File: src/rtl/mem_wb_stage_pkg.sv
// Shared core definitions: datapath widths, load-type codes and the MEM->WB register layout.
package mem_wb_stage_pkg;

    localparam int RegBus     = 32;
    localparam int RegAddrBus = 5;

    localparam logic [RegBus-1:0] ZeroWord     = '0;
    localparam logic              WriteEnable  = 1'b1;
    localparam logic              WriteDisable = 1'b0;
    localparam logic              RstEnable    = 1'b1;

    typedef enum logic [2:0] {
        LD_NONE = 3'd0,
        LD_LB   = 3'd1,
        LD_LBU  = 3'd2,
        LD_LH   = 3'd3,
        LD_LHU  = 3'd4,
        LD_LW   = 3'd5,
        LD_LWL  = 3'd6,
        LD_LWR  = 3'd7
    } load_op_e;

    typedef struct packed {
        logic                  wreg;
        logic [RegAddrBus-1:0] waddr;
        load_op_e              load_op;
        logic [1:0]            byte_off;
        logic [RegBus-1:0]     rt_val;
        logic [RegBus-1:0]     wdata;
        logic                  whilo;
        logic [RegBus-1:0]     hi;
        logic [RegBus-1:0]     lo;
    } wb_reg_t;

    localparam wb_reg_t WB_BUBBLE = '0;

endpackage

File: src/rtl/mem_wb_stage_if.sv
// MEM->WB bundle: pipeline control, MEM-stage results, data RAM return and WB outputs.
interface mem_wb_stage_if #(
    parameter int DW = 32,
    parameter int AW = 5
);
    logic          stall_mem;
    logic          stall_wb;
    logic          flush;
    logic          mem_wreg;
    logic [AW-1:0] mem_waddr;
    logic [DW-1:0] mem_wdata;
    logic [2:0]    mem_load_op;
    logic [1:0]    mem_byte_off;
    logic [DW-1:0] mem_rt_val;
    logic          mem_whilo;
    logic [DW-1:0] mem_hi;
    logic [DW-1:0] mem_lo;
    logic [DW-1:0] dmem_rdata;
    logic          wb_we;
    logic [AW-1:0] wb_waddr;
    logic [DW-1:0] wb_wdata;
    logic [DW-1:0] hi_o;
    logic [DW-1:0] lo_o;

    modport master (
        output stall_mem, stall_wb, flush, mem_wreg, mem_waddr, mem_wdata,
               mem_load_op, mem_byte_off, mem_rt_val, mem_whilo, mem_hi, mem_lo,
               dmem_rdata,
        input  wb_we, wb_waddr, wb_wdata, hi_o, lo_o
    );

    modport slave (
        input  stall_mem, stall_wb, flush, mem_wreg, mem_waddr, mem_wdata,
               mem_load_op, mem_byte_off, mem_rt_val, mem_whilo, mem_hi, mem_lo,
               dmem_rdata,
        output wb_we, wb_waddr, wb_wdata, hi_o, lo_o
    );
endinterface

File: src/rtl/mem_wb_stage_hilo_reg.sv
// Architectural HI/LO pair: one write port, read port forwards the in-flight value when asked.
module mem_wb_stage_hilo_reg
    import mem_wb_stage_pkg::*;
#(
    parameter int DW = 32
) (
    input  logic          clk,
    input  logic          rst,
    input  logic          we,
    input  logic          byp,
    input  logic [DW-1:0] hi_i,
    input  logic [DW-1:0] lo_i,
    output logic [DW-1:0] hi_o,
    output logic [DW-1:0] lo_o
);

    logic [DW-1:0] hi_d, hi_q;
    logic [DW-1:0] lo_d, lo_q;

    always_comb begin
        hi_d = hi_q;
        lo_d = lo_q;
        if (we) begin
            hi_d = hi_i;
            lo_d = lo_i;
        end
    end

    always_ff @(posedge clk) begin
        if (rst == RstEnable) begin
            hi_q <= '0;
            lo_q <= '0;
        end else begin
            hi_q <= hi_d;
            lo_q <= lo_d;
        end
    end

    assign hi_o = byp ? hi_i : hi_q;
    assign lo_o = byp ? lo_i : lo_q;

endmodule

File: src/rtl/mem_wb_stage.sv
// MEM->WB pipeline register and write-back: big-endian load alignment and HI/LO commit.
module mem_wb_stage
    import mem_wb_stage_pkg::*;
#(
    parameter int DW = 32,
    parameter int AW = 5
) (
    input  logic          clk,
    input  logic          rst,
    mem_wb_stage_if.slave bus
);

    wb_reg_t wb_d, wb_q;
    wb_reg_t mem_in;
    logic    hilo_we;

    // Byte 0 is the most significant byte of the word.
    function automatic logic [DW-1:0] align_load(
        input load_op_e      op,
        input logic [1:0]    off,
        input logic [DW-1:0] m,
        input logic [DW-1:0] rt
    );
        logic [7:0]    b;
        logic [15:0]   h;
        logic [DW-1:0] r;
        case (off)
            2'd0:    b = m[31:24];
            2'd1:    b = m[23:16];
            2'd2:    b = m[15:8];
            default: b = m[7:0];
        endcase
        h = off[1] ? m[15:0] : m[31:16];
        r = m;
        case (op)
            LD_LB:  r = {{24{b[7]}}, b};
            LD_LBU: r = {24'h0, b};
            LD_LH:  r = {{16{h[15]}}, h};
            LD_LHU: r = {16'h0, h};
            LD_LW:  r = m;
            LD_LWL: begin
                case (off)
                    2'd0:    r = m;
                    2'd1:    r = {m[23:0], rt[7:0]};
                    2'd2:    r = {m[15:0], rt[15:0]};
                    default: r = {m[7:0], rt[23:0]};
                endcase
            end
            LD_LWR: begin
                case (off)
                    2'd0:    r = {rt[31:8], m[31:24]};
                    2'd1:    r = {rt[31:16], m[31:16]};
                    2'd2:    r = {rt[31:24], m[31:8]};
                    default: r = m;
                endcase
            end
            default: r = m;
        endcase
        return r;
    endfunction

    always_comb begin
        mem_in          = WB_BUBBLE;
        mem_in.wreg     = bus.mem_wreg;
        mem_in.waddr    = bus.mem_waddr;
        mem_in.load_op  = load_op_e'(bus.mem_load_op);
        mem_in.byte_off = bus.mem_byte_off;
        mem_in.rt_val   = bus.mem_rt_val;
        mem_in.wdata    = bus.mem_wdata;
        mem_in.whilo    = bus.mem_whilo;
        mem_in.hi       = bus.mem_hi;
        mem_in.lo       = bus.mem_lo;
    end

    always_comb begin
        wb_d = wb_q;
        if (bus.flush) begin
            wb_d = WB_BUBBLE;
        end else if (bus.stall_mem && !bus.stall_wb) begin
            wb_d = WB_BUBBLE;
        end else if (!bus.stall_mem) begin
            wb_d = mem_in;
        end
    end

    always_ff @(posedge clk) begin
        if (rst == RstEnable) begin
            wb_q <= WB_BUBBLE;
        end else begin
            wb_q <= wb_d;
        end
    end

    // A flushed or stalled HI/LO writer must not commit; once released it commits exactly once.
    assign hilo_we = wb_q.whilo && !bus.stall_wb && !bus.flush;

    mem_wb_stage_hilo_reg #(.DW(DW)) u_hilo (
        .clk  (clk),
        .rst  (rst),
        .we   (hilo_we),
        .byp  (wb_q.whilo),
        .hi_i (wb_q.hi),
        .lo_i (wb_q.lo),
        .hi_o (bus.hi_o),
        .lo_o (bus.lo_o)
    );

    assign bus.wb_we    = wb_q.wreg ? WriteEnable : WriteDisable;
    assign bus.wb_waddr = wb_q.waddr[AW-1:0];
    assign bus.wb_wdata = (wb_q.load_op == LD_NONE) ? wb_q.wdata
                        : align_load(wb_q.load_op, wb_q.byte_off, bus.dmem_rdata, wb_q.rt_val);

endmodule
File: src/flat_wrapper.sv
// flat-port wrapper written by rule: the top's interface ports become plain ports
module mem_wb_stage_flat import mem_wb_stage_pkg::*;
#(
    parameter int DW = 32,
    parameter int AW = 5
)
  (clk, rst, bus_stall_mem, bus_stall_wb, bus_flush, bus_mem_wreg, bus_mem_waddr, bus_mem_wdata, bus_mem_load_op, bus_mem_byte_off, bus_mem_rt_val, bus_mem_whilo, bus_mem_hi, bus_mem_lo, bus_dmem_rdata, bus_wb_we, bus_wb_waddr, bus_wb_wdata, bus_hi_o, bus_lo_o);
  mem_wb_stage_if #(.DW(DW), .AW(AW)) bus_i ();
  input  logic clk;
  input  logic rst;
  input wire logic [$bits(bus_i.stall_mem)-1:0] bus_stall_mem;
  input wire logic [$bits(bus_i.stall_wb)-1:0] bus_stall_wb;
  input wire logic [$bits(bus_i.flush)-1:0] bus_flush;
  input wire logic [$bits(bus_i.mem_wreg)-1:0] bus_mem_wreg;
  input wire logic [$bits(bus_i.mem_waddr)-1:0] bus_mem_waddr;
  input wire logic [$bits(bus_i.mem_wdata)-1:0] bus_mem_wdata;
  input wire logic [$bits(bus_i.mem_load_op)-1:0] bus_mem_load_op;
  input wire logic [$bits(bus_i.mem_byte_off)-1:0] bus_mem_byte_off;
  input wire logic [$bits(bus_i.mem_rt_val)-1:0] bus_mem_rt_val;
  input wire logic [$bits(bus_i.mem_whilo)-1:0] bus_mem_whilo;
  input wire logic [$bits(bus_i.mem_hi)-1:0] bus_mem_hi;
  input wire logic [$bits(bus_i.mem_lo)-1:0] bus_mem_lo;
  input wire logic [$bits(bus_i.dmem_rdata)-1:0] bus_dmem_rdata;
  output wire logic [$bits(bus_i.wb_we)-1:0] bus_wb_we;
  output wire logic [$bits(bus_i.wb_waddr)-1:0] bus_wb_waddr;
  output wire logic [$bits(bus_i.wb_wdata)-1:0] bus_wb_wdata;
  output wire logic [$bits(bus_i.hi_o)-1:0] bus_hi_o;
  output wire logic [$bits(bus_i.lo_o)-1:0] bus_lo_o;
  assign bus_i.stall_mem = bus_stall_mem;
  assign bus_i.stall_wb = bus_stall_wb;
  assign bus_i.flush = bus_flush;
  assign bus_i.mem_wreg = bus_mem_wreg;
  assign bus_i.mem_waddr = bus_mem_waddr;
  assign bus_i.mem_wdata = bus_mem_wdata;
  assign bus_i.mem_load_op = bus_mem_load_op;
  assign bus_i.mem_byte_off = bus_mem_byte_off;
  assign bus_i.mem_rt_val = bus_mem_rt_val;
  assign bus_i.mem_whilo = bus_mem_whilo;
  assign bus_i.mem_hi = bus_mem_hi;
  assign bus_i.mem_lo = bus_mem_lo;
  assign bus_i.dmem_rdata = bus_dmem_rdata;
  assign bus_wb_we = bus_i.wb_we;
  assign bus_wb_waddr = bus_i.wb_waddr;
  assign bus_wb_wdata = bus_i.wb_wdata;
  assign bus_hi_o = bus_i.hi_o;
  assign bus_lo_o = bus_i.lo_o;
  mem_wb_stage #(.DW(DW), .AW(AW)) u_core (.clk(clk), .rst(rst), .bus(bus_i));
endmodule
File: config.mk
export PLATFORM = sky130hd
export DESIGN_NAME = mem_wb_stage_flat
export DESIGN_NICKNAME = d
export VERILOG_FILES = /design/src/rtl/mem_wb_stage_pkg.sv /design/src/rtl/mem_wb_stage_if.sv /design/src/rtl/mem_wb_stage_hilo_reg.sv /design/src/rtl/mem_wb_stage.sv /design/src/flat_wrapper.sv
export SDC_FILE = /design/constraint.sdc
export NUM_CORES = 1
export LEC_CHECK = 0
export ABC_AREA = 1
export CAP_MARGIN = 20
export CORE_MARGIN = 2
export CORE_UTILIZATION = 50
export DETAILED_ROUTE_END_ITERATION = 12
export GPL_TIMING_DRIVEN = 0
export PLACE_DENSITY = 0.8
export SLEW_MARGIN = 20
export SYNTH_ARGS = -nofsm -noshare
export SYNTH_HDL_FRONTEND = slang
export SYNTH_HIERARCHICAL = 1
export SYNTH_SLANG_ARGS = --single-unit
File: constraint.sdc
create_clock -name clk -period 1.74 [get_ports clk]
set_input_delay 0.261 -clock clk [delete_from_list [all_inputs] [get_ports clk]]
set_output_delay 0.261 -clock clk [all_outputs]
set_load 0.01 [all_outputs]
# [Word-level counts from Yosys, hierarchy flattened]
# Cells that the tools add are included.
[op_classes] add_sub_neg=0 mul=0 div_mod_pow=0 order_cmp=0 eq_ne=8 n_shift=0 mux=9 bitwise_logic=0 n_reduce_logical=8
[op_table] op="$pmux 32 s3" count=2
[op_table] op="$pmux 32 s6" count=1
[op_table] op="$mux 32" count=3
[op_table] op="$pmux 8 s3" count=1
[op_table] op="$mux 16" count=1
[op_table] op="$eq 3x3->1 const B" count=3
[op_table] op="$eq 3x2->1 const B" count=2
[op_table] op="$eq 3x1->1 const B" count=1
[op_table] op="$logic_and 1x1->1" count=3
[op_table] op="$logic_not 3->1" count=1
[op_table] op="$reduce_or 3->1" count=1
[op_table] op="$eq 2x1->1 const B" count=1
[op_table] op="$eq 2x2->1 const B" count=1
[op_table] op="$logic_not 1->1" count=2
[op_table] op="$logic_not 2->1" count=1
[op_table] op="$mux 1" count=1
[word_totals] regBits=204 latchBits=0 ram_bits=0 romBits=0 in_bits=177 out_inout_bits=102 elab_cells=36 n_memories=0

# [Depth between registers and ports, before layout]
# Gate-level depths: netlist (run 1).
[logic_depth] ltp_word=4 ltp_mapped=11 depth_no_buf=9

# [Hierarchy]
# The synthesis (run 1) kept the hierarchy.
[modules_own_cells] module="mem_wb_stage" instances=1 cells_per_inst=1236 area_per_inst_um2=7586.0 seq_area_each_um2=2802.7
[modules_own_cells] module="mem_wb_stage_hilo_reg" instances=1 cells_per_inst=547 area_per_inst_um2=3314.4 seq_area_each_um2=1281.2

# [Worst setup path before layout (run 1)]
# OpenSTA, ideal clock, no wires.
[synth_timing] path_kind="flip-flop to output port" from="register u_core/wb_q[130] (netlist bit)" to="output bus_wb_wdata[16]" t_arrival_ns=1.218 t_required_ns=1.479 path_slack_ns=0.261 path_stages_with_launch=10 path_buffers=1 path_cell_list="dfxtp_1 -> buf_4 -> nand2_1 -> nand2_1 -> nand2_1 -> nand2_1 -> inv_1 -> nand2_2 -> nor2_1 -> o21bai_1"
[synth_between] elab_chain_len=4
[synth_rtl] item="start, declared" line="mem_wb_stage.sv:13" source="wb_reg_t wb_d, wb_q;"
[synth_rtl] item="start signal, assigned" line="mem_wb_stage.sv:90" source="wb_q <= wb_d;"
[synth_rtl] item="$eq 2x2->1, or another cell as far along" line="mem_wb_stage.sv:27, mem_wb_stage.sv:42, mem_wb_stage.sv:50"
[synth_rtl] item="$pmux 32 s3, or another cell as far along" line="mem_wb_stage.sv:50" source="case (off)"
[synth_rtl] item="$pmux 32 s6 *" line="mem_wb_stage.sv:35" source="case (op)"
[synth_rtl] item="$mux 32 *" line="mem_wb_stage.sv:110" source="assign bus.wb_wdata = (wb_q.load_op == LD_NONE) ? wb_q.wdata"
[synth_rtl] item="end, declared" line="flat_wrapper.sv:26" source="output wire logic [$bits(bus_i.wb_wdata)-1:0] bus_wb_wdata;"
# Mark *: on every way between the ends. The rest lies on a longest branch, timed or not.

# [Worst setup path in the final report (run 1)]
[layout_timing] from="register u_core/wb_q[132] (netlist bit)" to="output bus_wb_wdata[15]"
[layout_between] elab_chain_len=3
[layout_rtl] item="$eq 3x3->1, or another cell as far along" line="mem_wb_stage.sv:35"
[layout_rtl] item="$pmux 32 s6" line="mem_wb_stage.sv:35"
[layout_rtl] item="$mux 32 *" line="mem_wb_stage.sv:110"
# Marks and branches as above.

==> results of run 1 <==
-- logic make-up after synthesis --
kind of cell,count (synthesis),share of synthesized area
compound gates,289,0.1352
buf+inv,248,0.1121
simple gates,1042,0.3780
flops,204,0.3747
-- placed cells by master, fill, tap and decap left out, types with 34 or more instances in the layout --
| master | netlist | routed |
|---|---|---|
| nand2_1 | 671 | 620 |
| dfxtp_1 | 204 | 198 |
| nor2_1 | 256 | 186 |
| clkdlybuf4s50_1 | 0 | 176 |
| a21oi_1 | 234 | 171 |
| inv_1 | 118 | 111 |
| buf_6 | 20 | 94 |
| buf_2 | 43 | 83 |
| nand3_1 | 85 | 52 |
| nand2_2 | 9 | 44 |
| nor2_4 | 2 | 39 |
| a21oi_2 | 0 | 34 |
-- sequential cells by signal (all words and copies together) (netlist names) --
name and count:
u_core/u_hilo/lo_q 32, u_core/u_hilo/hi_q 32, u_core/wb_q 135, u_core/bus.wb_waddr 5
-- metrics by stage --
| stage | total power (W) | setup slack, ns | TNS, ns |
|---|---|---|---|
| after CTS | 0.01146 | -0.6565 | -32.67 |
| after detailed placement | 0.006623 | -1.023 | -41.17 |
| after floorplan | 0.005701 | 0.2612 | 0 |
| final | 0.01176 | -0.6847 | -35.17 |
| after global routing | 0.01207 | -0.7559 | -38.72 |
| after global placement | 0.006610 | -1.059 | -42.45 |
-- cell type report --
| class | count | area (um2) |
|---|---|---|
| Antenna cell | 5 | 12.51 |
| Multi-Input combinational cell | 1332 | 7072 |
| Tap cell | 280 | 350.3 |
| Sequential cell | 204 | 4104 |
| Fill cell | 1426 | 4140 |
| Inverter | 128 | 510.5 |
| Clock buffer | 30 | 631.9 |
| Clock inverter | 8 | 83.83 |
| Timing Repair Buffer | 370 | 3819 |
| Buffer | 110 | 897.1 |
-- repair_timing --
item | 4_1_cts | 5_1_grt
resized for setup | 739 | 270
hold buffers | 0 | 0
gates cloned | 12 | 4
buffers inserted | 63 | 25
setup endpoints to repair | 101 | 96
pin swaps | 75 | 99
-- worst min path at each step --
stage | start | endpoint | slack [ns] | cells past startpoint
finish | bus_mem_lo[17] | u_core/wb_q[17] | 0.27 | 3
global route | bus_mem_whilo | u_core/wb_q[64] | 0.29 | 3
CTS | bus_mem_lo[17] | u_core/wb_q[17] | 0.27 | 3
global placement | u_core/wb_q[67] | u_core/wb_q[67] | 0.45 | 2
detailed placement | u_core/wb_q[87] | u_core/wb_q[87] | 0.46 | 2
floorplan | bus_mem_rt_val[16] | u_core/wb_q[113] | 0.41 | 2
-- layer usage --
layer | up-vias | GRT usage | share of wire
met5 | - | 0 | 0
met4 | 0 | 0.2593 | 0.081
met3 | 288 | 0.1003 | 0.10
met2 | 980 | 0.6570 | 0.47
met1 | 6442 | 0.4321 | 0.35
li1 | 6338 | - | -
-- worst min-delay path, cell delays in order --
cell and delay, ns:
clkdlybuf4s50_1 0.39, nand2_1 0.06, a21oi_1 0.05
-- power by group --
part	switching, W	internal [W]	leakage, nW
Sequential	0.0000917	0.00477	1.66
Clock	0.00205	0.00271	0.358
Combinational	0.00114	0.000995	5.38
==> summary.txt, run 1 <==
Timing
  • Clock period minus worst slack: 2.425 ns
  • Unrepaired setup endpoints after global routing: true
  • Hold Vio Cnt, Final: 0
  • Final Skew: 0.01234 ns
  • Slew @ Worst Pin: 0.5137 ns
  • Fin Hold WS: 0.2673 ns
  • Final setup fails: 96
  • Setup ws final: -0.6847 ns
  • Slew HR: 0.6576
  • Max Slew Vio Count: 0
  • Fin crit share: 1.394
  • Fmax: 0.4124 GHz

Critical path
  • Crit path max-delay cell type: dfxtp_2
  • Worst setup SP type: flip-flop
  • Critical Path Start: u_core/wb_q[132]
  • FF-to-FF path depth: 7
  • CP Data Arrival Time: 2.16 ns
  • WP data required: 1.48 ns
  • Worst reg2reg startpoint: u_core/wb_q[64]
  • WP buf/inv: 5
  • CP Class: reg2out
  • Levels on crit path: 12
  • Worst setup endpoint: bus_wb_wdata[15]
  • Crit path capture type: output port
  • Critical R2R Capture: u_core/u_hilo/lo_q[4]
  • Critical Path Max Stage Delay: 0.32 ns
  • Crit Path Max Fanout: 7
  • Cells along the critical path: buf_6, inv_2, nand3_4, nand2_2, inv_4, buf_4, nand2_1, nor2_2, nand3_2, nand2_2, nand2_1, buf_2
  • FF-to-FF setup slack: 0.02 ns
  • CP delay by family, top: simple AND/OR/NAND/NOR gates

Layout
  • Share of cells above drive strength 1: 0.2676
  • Fin nets: 2346
  • Fin cells: 2467
  • Final core utilization: 0.8085
  • Final cell area excluding filler cells: 17480 um2
  • Area growth from synthesis to layout: 60.36%

Yosys
  • Post-synth EDFFs: 0
  • Post-synth top cells: nand2_1, nor2_1, a21oi_1
  • Yosys warns: 6
  • Mapped Cells: 1783
  • Most common cell in the netlist: nand2_1
  • Synthesized area: 10900 um2
  • Leading register cell type out of synthesis: dfxtp_1
  • Async S/R FF share, synth: 0
  • Syn Area/Cell: 6.114 um2
  • Sequential area share after synthesis: 0.3747
  • Syn_nets: 1960
  • Synth Register Bits: 204
  • Yosys top cell by area: dfxtp_1
  • Netlist cell types: 25
  • Synth area leaders: dfxtp_1, nand2_1, a21oi_1, nor2_1, inv_1
  • Synth top area share: 0.3747

Floorplanning
  • FP Rows: 54
  • I/O Pins: 279
  • Die area: 23000 um2
  • Die W: 151.7 um
  • Initial core utilization: 0.5042
  • Die Span Y: 151.7 um
  • Core Footprint: 21620 um2

Pwr
  • Lkg Pwr: 7.396 nW
  • VDD IR max: 0.8004 mV
  • PD cells: 672.5 nW/um2

CTS
  • CTS tree: yes
  • TritonCTS Buffers: 23
  • CTS root buffer: clkbuf_16
  • CTS clk-pin slew, worst paths: 0.06 ns
  • Clk sink count: 204
  • H-tree levels: 1
  • CTS max path bufs: 3
  • Clk_lat worst skew: 0.54 ns

Detailed routing
  • Drt first-iter violations: 1458
  • Residual DRC: 0
  • Via density: 5.694
  • Drt pass-1 iters: 6
  • Wire per inst: 20.25 um
  • Vias after detailed routing: 14050
  • Drt total wl: 49970 um
  • Routed Antenna Nets: 0

Placed design
  • # placed instances: 2340
  • Placer Congestion: 1.013
  • DP HPWL: 29810 um
  • PortBufs: 277
  • Dpl cell area: 14020 um2

Flow run
  • # Max-Cap Violations: 0

Global routing
  • GR Overflow Total: 0
  • First-pass GRT wire length: 68890 um
  • GRT Util Overall: 0.3893
  • Number of global-route vias before repair: 12940
  • Initial antenna violation count: 3
  • Largest net degree at the start of global routing: 13

Run status
  • Status: finished, violations left
  • Failing checks: setup timing

Worst hold path
  • Hold WC Path Type: in2reg
(Power assumes the default switching activity.)
==> run 2, diff against run 1 <==
Settings changed: CORE_UTILIZATION 50 to 45, PLACE_DENSITY 0.8 to 0.76.
Clock period 1.74 ns to 2.09 ns, I/O delays scaled along.
==> run 2 against run 1 <==
  * The flow still finishes with violations (setup timing)
  * Register-to-register slack improved by 0.65 ns
  * Count of clock-buffer cells in the layout did not move
  * Via count fell by 8.9%
  * Power fell by 19%
  * Largest cell class unchanged
==> summary.txt, run 2 (synthesized netlist as in run 1, its figures left out) <==
Timing
  • Fin crit share: 1.163
  • Unrepaired setup endpoints after global routing: true
  • Setup ws final: -0.3401 ns (+0.3446 ns)
  • Slew @ Worst Pin: 0.4982 ns (-0.01544 ns)
  • Clock period minus worst slack: 2.430 ns
  • Post-Route Setup TNS: -8.685 ns (+26.48 ns)
  • Final setup fails: 32 (-67%)
  • Final Skew: 0.01535 ns (+0.003013 ns)
  • Max Slew Vio Count: 0 (unchanged)
  • Fmax: 0.4115 GHz
  • Hold Vio Cnt, Final: 0 (unchanged)
  • Slew HR: 0.6679 (+0.01030)

Floorplanning
  • Initial core utilization: 0.4616 (-0.04253)
  • I/O Pins: 279 (unchanged)
  • FP Rows: 56 (+3.7%)
  • Die Span Y: 159.6 um (+5.3%)
  • Die area: 25480 um2 (+11%)
  • Core Footprint: 23610 um2 (+9.2%)
  • Die W: 159.6 um (+5.3%)

Layout
  • Share of cells above drive strength 1: 0.1723 (-0.09531)
  • Fin cells: 2470 (+0.12%)
  • Most common cell after layout, fill and taps aside: nand2_1
  • Most frequent cells in the layout: nand2_1, nor2_1, a21oi_1
  • Area growth from synthesis to layout: 46.40%
  • Fin nets: 2312 (-1.4%)
  • Final core utilization: 0.6758 (-0.1327)
  • Max reg flops: 135 (unchanged)
  • Layout fillers: 2234 (+57%)
  • Largest Register: u_core/wb_q
  • Top Registers: u_core/wb_q (135), u_core/u_hilo/hi_q (32), u_core/u_hilo/lo_q (32)

Detailed routing
  • Drt pass-1 iters: 5 (-1)
  • Routed Antenna Nets: 0 (unchanged)
  • Drt first-iter violations: 1024 (-30%)
  • Residual DRC: 0 (unchanged)
  • Drt total wl: 42620 um (-15%)
  • Vias after detailed routing: 12800 (-8.9%)
  • Wire per inst: 17.26 um (-15%)
  • Via density: 5.181 (-9.0%)

CTS
  • TritonCTS Buffers: 24 (+4.3%)
  • CTS Hold Bufs: 0 (unchanged)
  • CTS max path bufs: 3 (unchanged)
  • Clk_lat worst skew: 0.54 ns (about the same)
  • CTS tree: yes
  • H-tree levels: 1 (unchanged)
  • CTS clk-pin slew, worst paths: 0.06 ns (about the same)
  • CTS root buffer: clkbuf_16
  • Clk sink count: 204 (unchanged)

Pwr
  • Sw frac: 0.2657 (-0.01339)
  • Total power: 0.009496 W (-19%)
  • Lkg Pwr: 6.907 nW (-6.6%)
  • Combinational Power Share: 0.160 (-0.022)
  • Psw: 0.002524 W (-23%)
  • Clk network pwr share: 0.415 (+0.010)
  • VDD IR max: 0.5664 mV (-29%)
  • Cell internal pwr: 0.006973 W (-18%)
  • PD cells: 595.1 nW/um2 (-12%)
  • Reg power frac: 0.425 (+0.011)

Placed design
  • Placer Congestion: 0.9791 (-3.3%)
  • # placed instances: 2379 (+1.7%)
  • PortBufs: 277 (unchanged)
  • DP HPWL: 30600 um (+2.7%)
  • Dpl ws: -0.7738 ns (+0.2493 ns)

Global routing
  • First-pass GRT wire length: 64520 um (-6.3%)
  • Largest net degree at the start of global routing: 14 (+1)
  • Initial antenna violation count: 5 (+2)
  • GR Overflow Total: 0 (unchanged)
  • Number of global-route vias before repair: 12050 (-6.9%)
  • GRT Util Overall: 0.3170 (-0.07238)

Critical path
  • Worst setup SP type: flip-flop
  • Crit path capture type: output port
  • CP Data Arrival Time: 2.12 ns (-0.04 ns)
  • Crit Path Max Fanout: 7 (unchanged)
  • CP Class: reg2out
  • WP data required: 1.78 ns (+0.30 ns)

Run status
  • Status: finished, violations left
  • Failing checks: setup timing

Flow run
  • # Max-Cap Violations: 0 (unchanged)

Worst hold path
  • Hold WC Path Type: in2reg
[run 2: cell count changes in the layout (fill, tap and decap cells not counted), sizes merged]
| cell | previous run | this run |
|---|---|---|
| buf | 263 | 150 |
| clkbuf | 66 | 103 |
| dlygate4sd2 | 5 | 29 |
| clkdlybuf4s15 | 0 | 13 |
| clkdlybuf4s50 | 176 | 181 |
| clkinv | 6 | 7 |
| diode | 5 | 4 |
| inv | 129 | 128 |
| nand2 | 681 | 680 |
[run 2: path summary, 6_finish.rpt]
| check | startpoint | to | slack [ns] | depth (start not counted) |
|---|---|---|---|---|
| max | u_core/wb_q[130] | bus_wb_wdata[30] | -0.34 | 11 |
| max reg2reg | u_core/wb_q[64] | u_core/u_hilo/lo_q[14] | 0.67 | 6 |
| min | bus_mem_hi[9] | u_core/wb_q[41] | 0.33 | 3 |
| min reg2reg | u_core/wb_q[36] | u_core/wb_q[36] | 0.46 | 2 |
[run 2: power groups by stage]
stage,clock network [W],logic [W],registers [W]
final,0.00395,0.00152,0.00403
after global routing,0.00419,0.00164,0.00404
after CTS,0.00402,0.00143,0.00403
after detailed placement,0,0.00141,0.00411
after global placement,0,0.00141,0.00411
after floorplan,0,0.000650,0.00410
[run 2: layout make-up]
| cell class | instances | area [um2] | share of cell area |
|---|---|---|---|
| clock buffer | 30 | 643.1 | 0.04030 |
| inverter | 128 | 518.0 | 0.03246 |
| antenna | 4 | 10.01 | 0.0006273 |
| buffer | 120 | 988.4 | 0.06194 |
| sequential | 204 | 4101 | 0.2570 |
| clock inverter | 8 | 93.84 | 0.005881 |
| timing repair buffer | 326 | 3085 | 0.1934 |
| multi-input combinational | 1331 | 6118 | 0.3834 |
| tap | 319 | 399.1 | 0.02501 |
[run 2: worst max-delay path: stages, from the launching register on]
cell and delay [ns]:
dfxtp_4 0.40, buf_12 0.14, nand2_8 0.07, clkinv_8 0.08
buf_12 0.15, nor2_2 0.14, nor3_1 0.07, nor2_1 0.14
nand3_2 0.09, nand2_2 0.11, nand2_2 0.07, buf_6 0.12
[run 2: timing repair]
item	in CTS	in global routing
gates resized for setup	275	241
buffers inserted	36	9
setup endpoints to repair	96	79
pin swaps	19	50
gates cloned	0	5
endpoints found under the hold margin	0	0
[run 2: metal layers]
layer / global-route usage / wire (um)
met2: 0.5342 / 19650
met4: 0.1554 / 2387
met3: 0.09065 / 4185
met1: 0.3697 / 16370
met5: 0 / 25
[run 2: per-stage QoR]
step           cell area, um2  hold WS, ns
6_report                15960       0.3268
2_1_floorplan           10900       0.4422
3_3_place_gp            14070       0.4512
4_1_cts                 15380       0.3103
3_5_place_dp            14070       0.4558
5_1_grt                 15950       0.3210
